==> src/rtl/btn_conditioner_if.sv <==
// Button front-end bus: raw pins in, debounced level and event pulses out.
// Outputs are registered in the conditioner; there is no backpressure on this bus.
interface btn_conditioner_if #(
  parameter int NUM_BTN = 5
);
  logic [NUM_BTN-1:0] btn_raw;
  logic [NUM_BTN-1:0] level;
  logic [NUM_BTN-1:0] press;
  logic [NUM_BTN-1:0] rel;
  logic [NUM_BTN-1:0] rpt;

  modport master (output btn_raw, input level, press, rel, rpt);
  modport slave  (input btn_raw, output level, press, rel, rpt);
endinterface

==> src/rtl/btn_conditioner.sv <==
// Per-channel sync + debounce + press/release pulses + hold-to-repeat; level/press/rel land
// 2+STABLE_CNT edges after a raw change. All outputs registered; no backpressure (pulses are fire-and-forget).
module btn_conditioner #(
  parameter int NUM_BTN      = 5,
  parameter int CNT_W        = 20,
  parameter int STABLE_CNT   = 1000000,
  parameter int ACTIVE_LOW   = 0,
  parameter int REPEAT_EN    = 1,
  parameter int RPT_W        = 26,
  parameter int REPEAT_DELAY = 25000000,
  parameter int REPEAT_RATE  = 5000000
) (
  input logic              clk,
  input logic              rst,
  btn_conditioner_if.slave bus
);

  localparam logic [NUM_BTN-1:0] POL        = {NUM_BTN{ACTIVE_LOW != 0}};
  localparam logic [CNT_W-1:0]   CNT_LAST   = CNT_W'(STABLE_CNT - 1);
  localparam logic [RPT_W-1:0]   DELAY_LAST = RPT_W'(REPEAT_DELAY - 1);
  localparam logic [RPT_W-1:0]   RATE_LAST  = RPT_W'(REPEAT_RATE - 1);

  typedef enum logic [1:0] {
    IDLE   = 2'd0,
    HOLD   = 2'd1,
    REPEAT = 2'd2
  } rpt_state_t;

  logic [NUM_BTN-1:0] sync_a;
  logic [NUM_BTN-1:0] sync_b;
  logic [NUM_BTN-1:0] level_q;
  logic [NUM_BTN-1:0] press_q;
  logic [NUM_BTN-1:0] rel_q;
  logic [NUM_BTN-1:0] rpt_q;

  // Polarity is folded in before the synchroniser so everything downstream is active-high.
  always_ff @(posedge clk or posedge rst) begin
    if (rst) begin
      sync_a <= '0;
      sync_b <= '0;
    end else begin
      sync_a <= bus.btn_raw ^ POL;
      sync_b <= sync_a;
    end
  end

  for (genvar i = 0; i < NUM_BTN; i++) begin : g_ch
    logic [CNT_W-1:0] cnt;
    logic             flip;

    assign flip = (sync_b[i] != level_q[i]) && (cnt == CNT_LAST);

    always_ff @(posedge clk or posedge rst) begin
      if (rst) begin
        cnt        <= '0;
        level_q[i] <= 1'b0;
        press_q[i] <= 1'b0;
        rel_q[i]   <= 1'b0;
      end else begin
        press_q[i] <= flip & sync_b[i];
        rel_q[i]   <= flip & ~sync_b[i];
        if ((sync_b[i] == level_q[i]) || flip) begin
          cnt <= '0;
        end else begin
          cnt <= cnt + 1'b1;
        end
        if (flip) begin
          level_q[i] <= sync_b[i];
        end
      end
    end

    if (REPEAT_EN != 0) begin : g_rpt
      rpt_state_t       state;
      logic [RPT_W-1:0] rc;

      // The FSM keys off the same-edge flip so the first rpt lands exactly REPEAT_DELAY edges after press.
      always_ff @(posedge clk or posedge rst) begin
        if (rst) begin
          state    <= IDLE;
          rc       <= '0;
          rpt_q[i] <= 1'b0;
        end else begin
          rpt_q[i] <= 1'b0;
          case (state)
            IDLE: begin
              if (flip && sync_b[i]) begin
                state <= HOLD;
                rc    <= '0;
              end
            end
            HOLD: begin
              if (flip) begin
                state <= IDLE;
                rc    <= '0;
              end else if (rc == DELAY_LAST) begin
                state    <= REPEAT;
                rc       <= '0;
                rpt_q[i] <= 1'b1;
              end else begin
                rc <= rc + 1'b1;
              end
            end
            REPEAT: begin
              if (flip) begin
                state <= IDLE;
                rc    <= '0;
              end else if (rc == RATE_LAST) begin
                rc       <= '0;
                rpt_q[i] <= 1'b1;
              end else begin
                rc <= rc + 1'b1;
              end
            end
            default: begin
              state <= IDLE;
              rc    <= '0;
            end
          endcase
        end
      end
    end else begin : g_no_rpt
      assign rpt_q[i] = 1'b0;
    end
  end

  assign bus.level = level_q;
  assign bus.press = press_q;
  assign bus.rel   = rel_q;
  assign bus.rpt   = rpt_q;

endmodule
==> src/flat_wrapper.sv <==
// flat-port wrapper written by rule: the top's interface ports become plain ports
module btn_conditioner_flat 
#(
  parameter int NUM_BTN      = 5,
  parameter int CNT_W        = 20,
  parameter int STABLE_CNT   = 1000000,
  parameter int ACTIVE_LOW   = 0,
  parameter int REPEAT_EN    = 1,
  parameter int RPT_W        = 26,
  parameter int REPEAT_DELAY = 25000000,
  parameter int REPEAT_RATE  = 5000000
)
  (clk, rst, bus_btn_raw, bus_level, bus_press, bus_rel, bus_rpt);
  btn_conditioner_if #(.NUM_BTN(NUM_BTN)) bus_i ();
  input logic clk;
  input logic rst;
  input wire logic [$bits(bus_i.btn_raw)-1:0] bus_btn_raw;
  output wire logic [$bits(bus_i.level)-1:0] bus_level;
  output wire logic [$bits(bus_i.press)-1:0] bus_press;
  output wire logic [$bits(bus_i.rel)-1:0] bus_rel;
  output wire logic [$bits(bus_i.rpt)-1:0] bus_rpt;
  assign bus_i.btn_raw = bus_btn_raw;
  assign bus_level = bus_i.level;
  assign bus_press = bus_i.press;
  assign bus_rel = bus_i.rel;
  assign bus_rpt = bus_i.rpt;
  btn_conditioner #(.NUM_BTN(NUM_BTN), .CNT_W(CNT_W), .STABLE_CNT(STABLE_CNT), .ACTIVE_LOW(ACTIVE_LOW), .REPEAT_EN(REPEAT_EN), .RPT_W(RPT_W), .REPEAT_DELAY(REPEAT_DELAY), .REPEAT_RATE(REPEAT_RATE)) u_core (.clk(clk), .rst(rst), .bus(bus_i));
endmodule
==> config.mk <==
export PLATFORM = sky130hd
export DESIGN_NAME = btn_conditioner_flat
export DESIGN_NICKNAME = d
export VERILOG_FILES = /design/src/rtl/btn_conditioner_if.sv /design/src/rtl/btn_conditioner.sv /design/src/flat_wrapper.sv
export SDC_FILE = /design/constraint.sdc
export NUM_CORES = 1
export LEC_CHECK = 0
export ABC_AREA = 1
export CAP_MARGIN = 40
export CORE_UTILIZATION = 35
export CTS_CLUSTER_SIZE = 40
export DETAILED_ROUTE_END_ITERATION = 10
export PLACE_DENSITY_LB_ADDON = 0.25
export SYNTH_ARGS = -nofsm -noshare
export SYNTH_HDL_FRONTEND = slang
export SYNTH_SLANG_ARGS = --single-unit
==> constraint.sdc <==
create_clock -name clk -period 15.3 [get_ports clk]
set_clock_uncertainty 0.15 [all_clocks]
set_input_delay 4.59 -clock clk [delete_from_list [all_inputs] [get_ports clk]]
set_output_delay 4.59 -clock clk [all_outputs]
set_load 0.05 [all_outputs]
==> flow_summary.yaml, run 1 <==
critical_path:
  reg2reg_depth: 8
  worstReg2RegEnd: "u_core.g_ch[3].g_rpt.rc[8]$_DFFE_PP0P_"
  crit_path_top_delay_cell: "clkdlybuf4s50_1"
  worstPathCellList: "clkdlybuf4s50_1"
  cp.arrival_ps: 1730
  crit_path_start: "u_core.bus.level[1]$_DFFE_PP0P_"
  path_max_fanout: 4
  r2r-start: "u_core.g_ch[3].cnt[0]$_DFF_PP0_"
  end_kind: "output pin"
  worst-path-buf-inv: 1
  path_class: "register to output pin"
  rrSetupSlack_ps: 12350
  cp.required_ps: 10560
  worst-path-stages: 1
  slowest_delay_ps: 820
  crit_family: "buffers and inverters"
  critPathLaunchType: "register"
cts:
  clk_latency_ps: 530
  post_cts.repair.setup_buffers: 0
  path_clk_slew_ps: 50
  root_buffer: "clkbuf_16"
  cts_max_path_buffers: 3
  numCtsBuffers: 34
  h-tree-depth: 2
  cts_hold_buf: 0
  post_cts_resized: 0
  cts_tree: "yes"
  cts.sinks: 270
route:
  num_vias: 13800
  routedWlPerCell_um: 12.6
  drt_iter0_markers: 924
  viasPerCell: 4.88
  dr.pass1.iters: 6
  wirelength_mm: 35.6
  ant_nets: 0
  drcViolationCount: 0
timing:
  max-slew-margin-rel: 0.346
  drv_slew: 0
  tightest_slew_ps: 981
  period_needed_ps: 6470
  rsz0062_at_grt: "no"
  setup_viol: 0
  setup_tns_ps: 0
  fmax_ghz: 0.155
  hold_viol: 0
  timing.final.crit_share: 0.423
  whs_ps: 197
power_and_ir_drop:
  peakVddDrop_uv: 92.8
  p_comb_frac: 0.018
  power.switching_uw: 339
  powerDensity_nw_per_um2: 90.5
  p_clk_frac: 0.536
  leakagePower_nw: 8.21
  p_seq_frac: 0.446
  p_int_mw: 1.28
  p_sw_frac: 0.209
placement:
  postPlaceCellArea_um2: 16700
  routabilityCongestion: 0.886
  placement.io_buffers: 26
  dp_cells: 2769
  dpl.hpwl_mm: 25.2
global_routing:
  grt_pass1_wl_mm: 63.4
  gr-total-overflow: 0
  antenna_found_initial: 1
  grt_max_degree: 167
  grt_util_all_layers: 0.160
  first_global_vias: 13600
yosys:
  synth_top_area_frac: 0.425
  synth_nets: 2219
  ys_ff_latch: 270
  synth_area_leader_cell: "dfrtp_1"
  synth_area_um2: 15900
  ys_seq_area_frac: 0.425
  synth.avg_cell_area_um2: 7.28
  netlist-cell-type-count: 43
  synthTopCellsByArea: "dfrtp_1 (43%), nand2_1 (11%), nor2_1 (9.9%)"
  yosysWarningCount: 0
  synthCells: 2182
die:
  io_pins: 27
  start_util: 0.357
  die_h_um: 215
  die_area_um2: 46300
  core_region_area_um2: 44500
  dieWidth_um: 215
  rows: 77
status:
  status: "finished, final reports clean"
layout:
  final_area_um2: 17900
  area_delta_synth_final_pct: 12.5
  fin_cells: 2828
  final_util: 0.402
  nets: 2250
  drive_above_1_share: 0.0492
  antenna_cells: 0
min_path:
  hold_start: "u_core.sync_a[3]$_DFF_PP0_"
  holdPathEnd: "u_core.sync_b[3]$_DFF_PP0_"
  hold_path_class: "register to register"
  hold_depth: 0
run:
  maxCapViolations: 0
metal layers:
layer	share of wire	global-route usage	up-vias
met2	0.45	0.264	233
li1	-	-	7079
met5	0	0	-
met4	0.023	0.0577	0
met1	0.49	0.212	6451
met3	0.038	0.0259	51
per-stage QoR:
step / worst slack [ps] / power, mW
finish: 8830 / 1.62
global route: 8740 / 1.69
CTS: 8780 / 1.66
detailed placement: 8520 / 0.766
global placement: 8530 / 0.765
floorplan: 3120 / 0.755
Yosys cell counts (all sizes together):
master     n
nor3      75
a221oi     1
nor4      18
xnor2      8
dfrtp    270
o21ai     66
a211oi     1
nand3    168
o21a       6
a31oi      7
or2        6
o211a      4
o2111ai    2
nand2    496
a21boi     2
nor2     431
o22ai      1
nand3b     3
buf       30
clkbuf     2
nor3b      4
ha        30
a21oi     58
o21bai     4
xor2      76
nand4    116
inv      295
clkinv     2
cell type report:
| class | count | area [µm²] |
|---|---|---|
| Fill cell | 4651 | 26600 |
| Multi-Input combinational cell | 1583 | 7750 |
| Sequential cell | 270 | 6760 |
| Inverter | 297 | 1130 |
| Clock buffer | 48 | 1040 |
| Tap cell | 592 | 741 |
| Timing Repair Buffer | 27 | 280 |
| Clock inverter | 11 | 180 |
cells in the final DEF (no fill, tap or decap), types with 4 or more instances in the layout:
cell	netlist	final
a21oi_1	55	55
a31oi_1	7	7
bufinv_16	0	5
clkbuf_1	2	4
clkbuf_16	0	37
clkbuf_8	0	7
clkdlybuf4s50_1	0	26
clkinv_2	0	6
dfrtp_1	270	270
ha_1	30	30
inv_1	288	287
inv_2	7	7
nand2_1	479	479
nand2_2	14	14
nand3_1	163	163
nand3_2	5	5
nand4_1	115	115
nor2_1	419	419
nor2_2	10	10
nor3_1	72	72
nor3b_1	4	4
nor4_1	18	18
o211a_1	4	4
o21a_1	6	6
o21ai_0	53	53
o21ai_1	13	13
o21bai_1	4	4
xnor2_1	8	8
xor2_1	76	76
power groups by stage:
| stage | registers, mW | logic [mW] | clock network, mW |
|---|---|---|---|
| finish | 0.722 | 0.0295 | 0.867 |
| CTS | 0.722 | 0.0314 | 0.903 |
| floorplan | 0.734 | 0.0209 | 0 |
| global placement | 0.734 | 0.0306 | 0 |
| global route | 0.722 | 0.0353 | 0.928 |
| detailed placement | 0.735 | 0.0314 | 0 |
cells by family (layout without fill, tap and decap cells):
group	Yosys count	after routing	share of synthesized area
flip-flops	270	270	0.425
buffers and inverters	329	383	0.0869
AO/OA/AOI/OAI	152	152	0.0549
XOR/XNOR	84	84	0.0463
adder cells (fa/ha/maj)	30	30	0.0236
AND/OR/NAND/NOR	1317	1317	0.363
state kept, by name, indices dropped and copies added, names as in the netlist:
signal                   count
u_core.g_ch.g_rpt.rc       130
u_core.g_ch.cnt            100
u_core.g_ch.g_rpt.state     10
u_core.bus.level             5
u_core.bus.press             5
u_core.bus.rel               5
u_core.bus.rpt               5
u_core.sync_a                5
u_core.sync_b                5
how the worst max path moves through the flow:
stage | endpoint | slack, ps
finish | bus_level[1] | 8830
global route | bus_level[1] | 8740
CTS | bus_level[1] | 8780
detailed placement | u_core.bus.level[2]$_DFFE_PP0P_ | 8520
global placement | u_core.bus.level[2]$_DFFE_PP0P_ | 8530
floorplan | u_core.bus.level[0]$_DFFE_PP0P_ | 3120
Note: power is estimated with default switching activity, not from simulation.
==> run 2: changes to the inputs <==
==> constraint.sdc (replaced) <==
create_clock -name clk -period 5.5 [get_ports clk]
set_clock_uncertainty 0.15 [all_clocks]
set_input_delay 1.65 -clock clk [delete_from_list [all_inputs] [get_ports clk]]
set_output_delay 1.65 -clock clk [all_outputs]
set_load 0.05 [all_outputs]
==> run 2 against run 1 <==
  * Cell area increased by 0.15%
  * Die area unchanged
  * Combinational power increased to 2.9 times the previous value
  * Clock power increased to 2.8 times the previous value
  * Sequential power increased to 2.8 times the previous value
  * Clock-buffer cell count decreased by 4
  * Total power increased to 2.8 times the previous value
  * Non-clock buffer count increased by 2
  * Global-route usage decreased by 0.075 points
  * Sequential cell count unchanged
  * Sequential share of layout area decreased by 0.056 points
  * Critical path depth unchanged
  * Critical endpoint unchanged
  * Highest routed layer unchanged
==> flow_summary.yaml, run 2 (same netlist as run 1, synthesis figures left out) <==
global_routing:
  grtUsageMet1: 0.221
  grt_util_met2: 0.252
  grt_util_all_layers: 0.160
  antenna_found_initial: 0
  grt.busiest_layer: "met2"
  grt_pass1_wl_mm: 62.6
  grt_use_met3: 0.0296
  gr-total-overflow: 0
  first_global_vias: 13200
  grt_max_degree: 101
route:
  wirelength_mm: 35.7
  num_vias: 13800
  viasPerCell: 4.88
  dr.pass1.iters: 6
  drcViolationCount: 0
  routedWlPerCell_um: 12.6
  drt_iter0_markers: 1064
  ant_nets: 0
layout:
  area_delta_synth_final_pct: 12.7
  drive_above_1_share: 0.0518
  layout_commonest_cell: "nand2_1"
  regMostFlops: "u_core.g_ch.g_rpt.rc"
  antenna_cells: 0
  reg_top3: "u_core.g_ch.g_rpt.rc: 130 flops, u_core.g_ch.cnt: 100 flops, u_core.g_ch.g_rpt.state: 10 flops"
  final_cell_mix: "nand2_1 (479), nor2_1 (419), inv_1 (287)"
  largest_register_ffs: 130
  nets: 2252
  fin_cells: 2832
critical_path:
  path_max_fanout: 4
  crit_path_top_delay_cell: "clkdlybuf4s50_1"
  worst-path-stages: 1
  worstPathCellList: "clkdlybuf4s50_1"
  end_kind: "output pin"
  reg2reg_depth: 8
  rrSetupSlack_ps: 2650
  r2r-start: "u_core.g_ch[3].cnt[0]$_DFF_PP0_"
  cp.arrival_ps: 1760
  cp.required_ps: 3700
  worst-path-buf-inv: 1
  worstReg2RegEnd: "u_core.g_ch[3].g_rpt.rc[7]$_DFFE_PP0P_"
  crit_family: "buffers and inverters"
  slowest_delay_ps: 820
  critPathLaunchType: "register"
  path_class: "register to output pin"
  crit_path_start: "u_core.bus.level[1]$_DFFE_PP0P_"
  critical_path.endpoint: "bus_level[1]"
cts:
  path_clk_slew_ps: 60
  numCtsBuffers: 34
  clk_latency_ps: 560
  cts_hold_buf: 0
  cts.sinks: 270
  cts_tree: "yes"
  cts_max_path_buffers: 3
  post_cts.repair.setup_buffers: 0
  root_buffer: "clkbuf_16"
  post_cts_resized: 0
  h-tree-depth: 2
run:
  maxCapViolations: 0
power_and_ir_drop:
  p_comb_frac: 0.019
  p_clk_frac: 0.536
  leakagePower_nw: 8.22
  power.switching_uw: 992
  peakVddDrop_uv: 169
  p_seq_frac: 0.445
  powerDensity_nw_per_um2: 252
  p_int_mw: 3.52
  p_sw_frac: 0.220
timing:
  timing.final.crit_share: 0.647
  setup_tns_ps: 0
  max-slew-margin-rel: 0.554
  period_needed_ps: 3560
  setup_viol: 0
  tightest_slew_ps: 665
  fmax_ghz: 0.281
  rsz0062_at_grt: "no"
  drv_slew: 0
  hold_viol: 0
placement:
  dpl.hpwl_mm: 25.2
  placement.io_buffers: 26
  routabilityCongestion: 0.915
  dp_cells: 2771
die:
  start_util: 0.357
  die_area_um2: 46300
  dieWidth_um: 215
  core_region_area_um2: 44500
  die_h_um: 215
  io_pins: 27
  rows: 77
min_path:
  hold_path_class: "register to register"
status:
  status: "finished, final reports clean"
==> run 2: metal layers <==
layer | part of all wire | wire (µm)
met4 | 0.022 | 778
met5 | 0 | 0
met3 | 0.044 | 1580
met1 | 0.50 | 17700
met2 | 0.44 | 15600
==> run 2: area by class of cell <==
class,instances,area [µm²]
inverters,297,1120
fillers,4663,26600
repair buffers,29,320
well taps,592,741
flip-flops and latches,270,6760
clock buffers,44,980
clock inverters,17,228
multi-input cells,1583,7750
==> run 2: worst min-delay path by stage <==
stage	from	endpoint	cells past startpoint
after floorplan	u_core.sync_a[0]$_DFF_PP0_	u_core.sync_b[0]$_DFF_PP0_	0
after global placement	u_core.sync_a[3]$_DFF_PP0_	u_core.sync_b[3]$_DFF_PP0_	0
after detailed placement	u_core.sync_a[3]$_DFF_PP0_	u_core.sync_b[3]$_DFF_PP0_	0
after CTS	u_core.sync_a[3]$_DFF_PP0_	u_core.sync_b[3]$_DFF_PP0_	0
after global routing	u_core.sync_a[3]$_DFF_PP0_	u_core.sync_b[3]$_DFF_PP0_	0
final	u_core.sync_a[3]$_DFF_PP0_	u_core.sync_b[3]$_DFF_PP0_	0
==> run 2: power groups by stage <==
stage | registers, mW | clock network [mW] | logic [mW]
after global placement | 2.04 | 0 | 0.0887
final | 2.01 | 2.41 | 0.0853
after global routing | 2.01 | 2.57 | 0.103
after CTS | 2.01 | 2.49 | 0.0909
after floorplan | 2.04 | 0 | 0.0585
after detailed placement | 2.04 | 0 | 0.0908
==> run 2: through the flow <==
step / setup WS, ps / util / hold slack, ps / cell area [µm²] / power (mW)
floorplan: 133 / - / 181 / 15900 / 2.10
global placement: 2350 / 0.375 / 181 / 16700 / 2.13
detailed placement: 2350 / 0.375 / 186 / 16700 / 2.13
CTS: 1900 / 0.402 / 193 / 17900 / 4.59
global route: 1870 / 0.402 / 201 / 17900 / 4.68
finish: 1940 / 0.402 / 188 / 17900 / 4.51
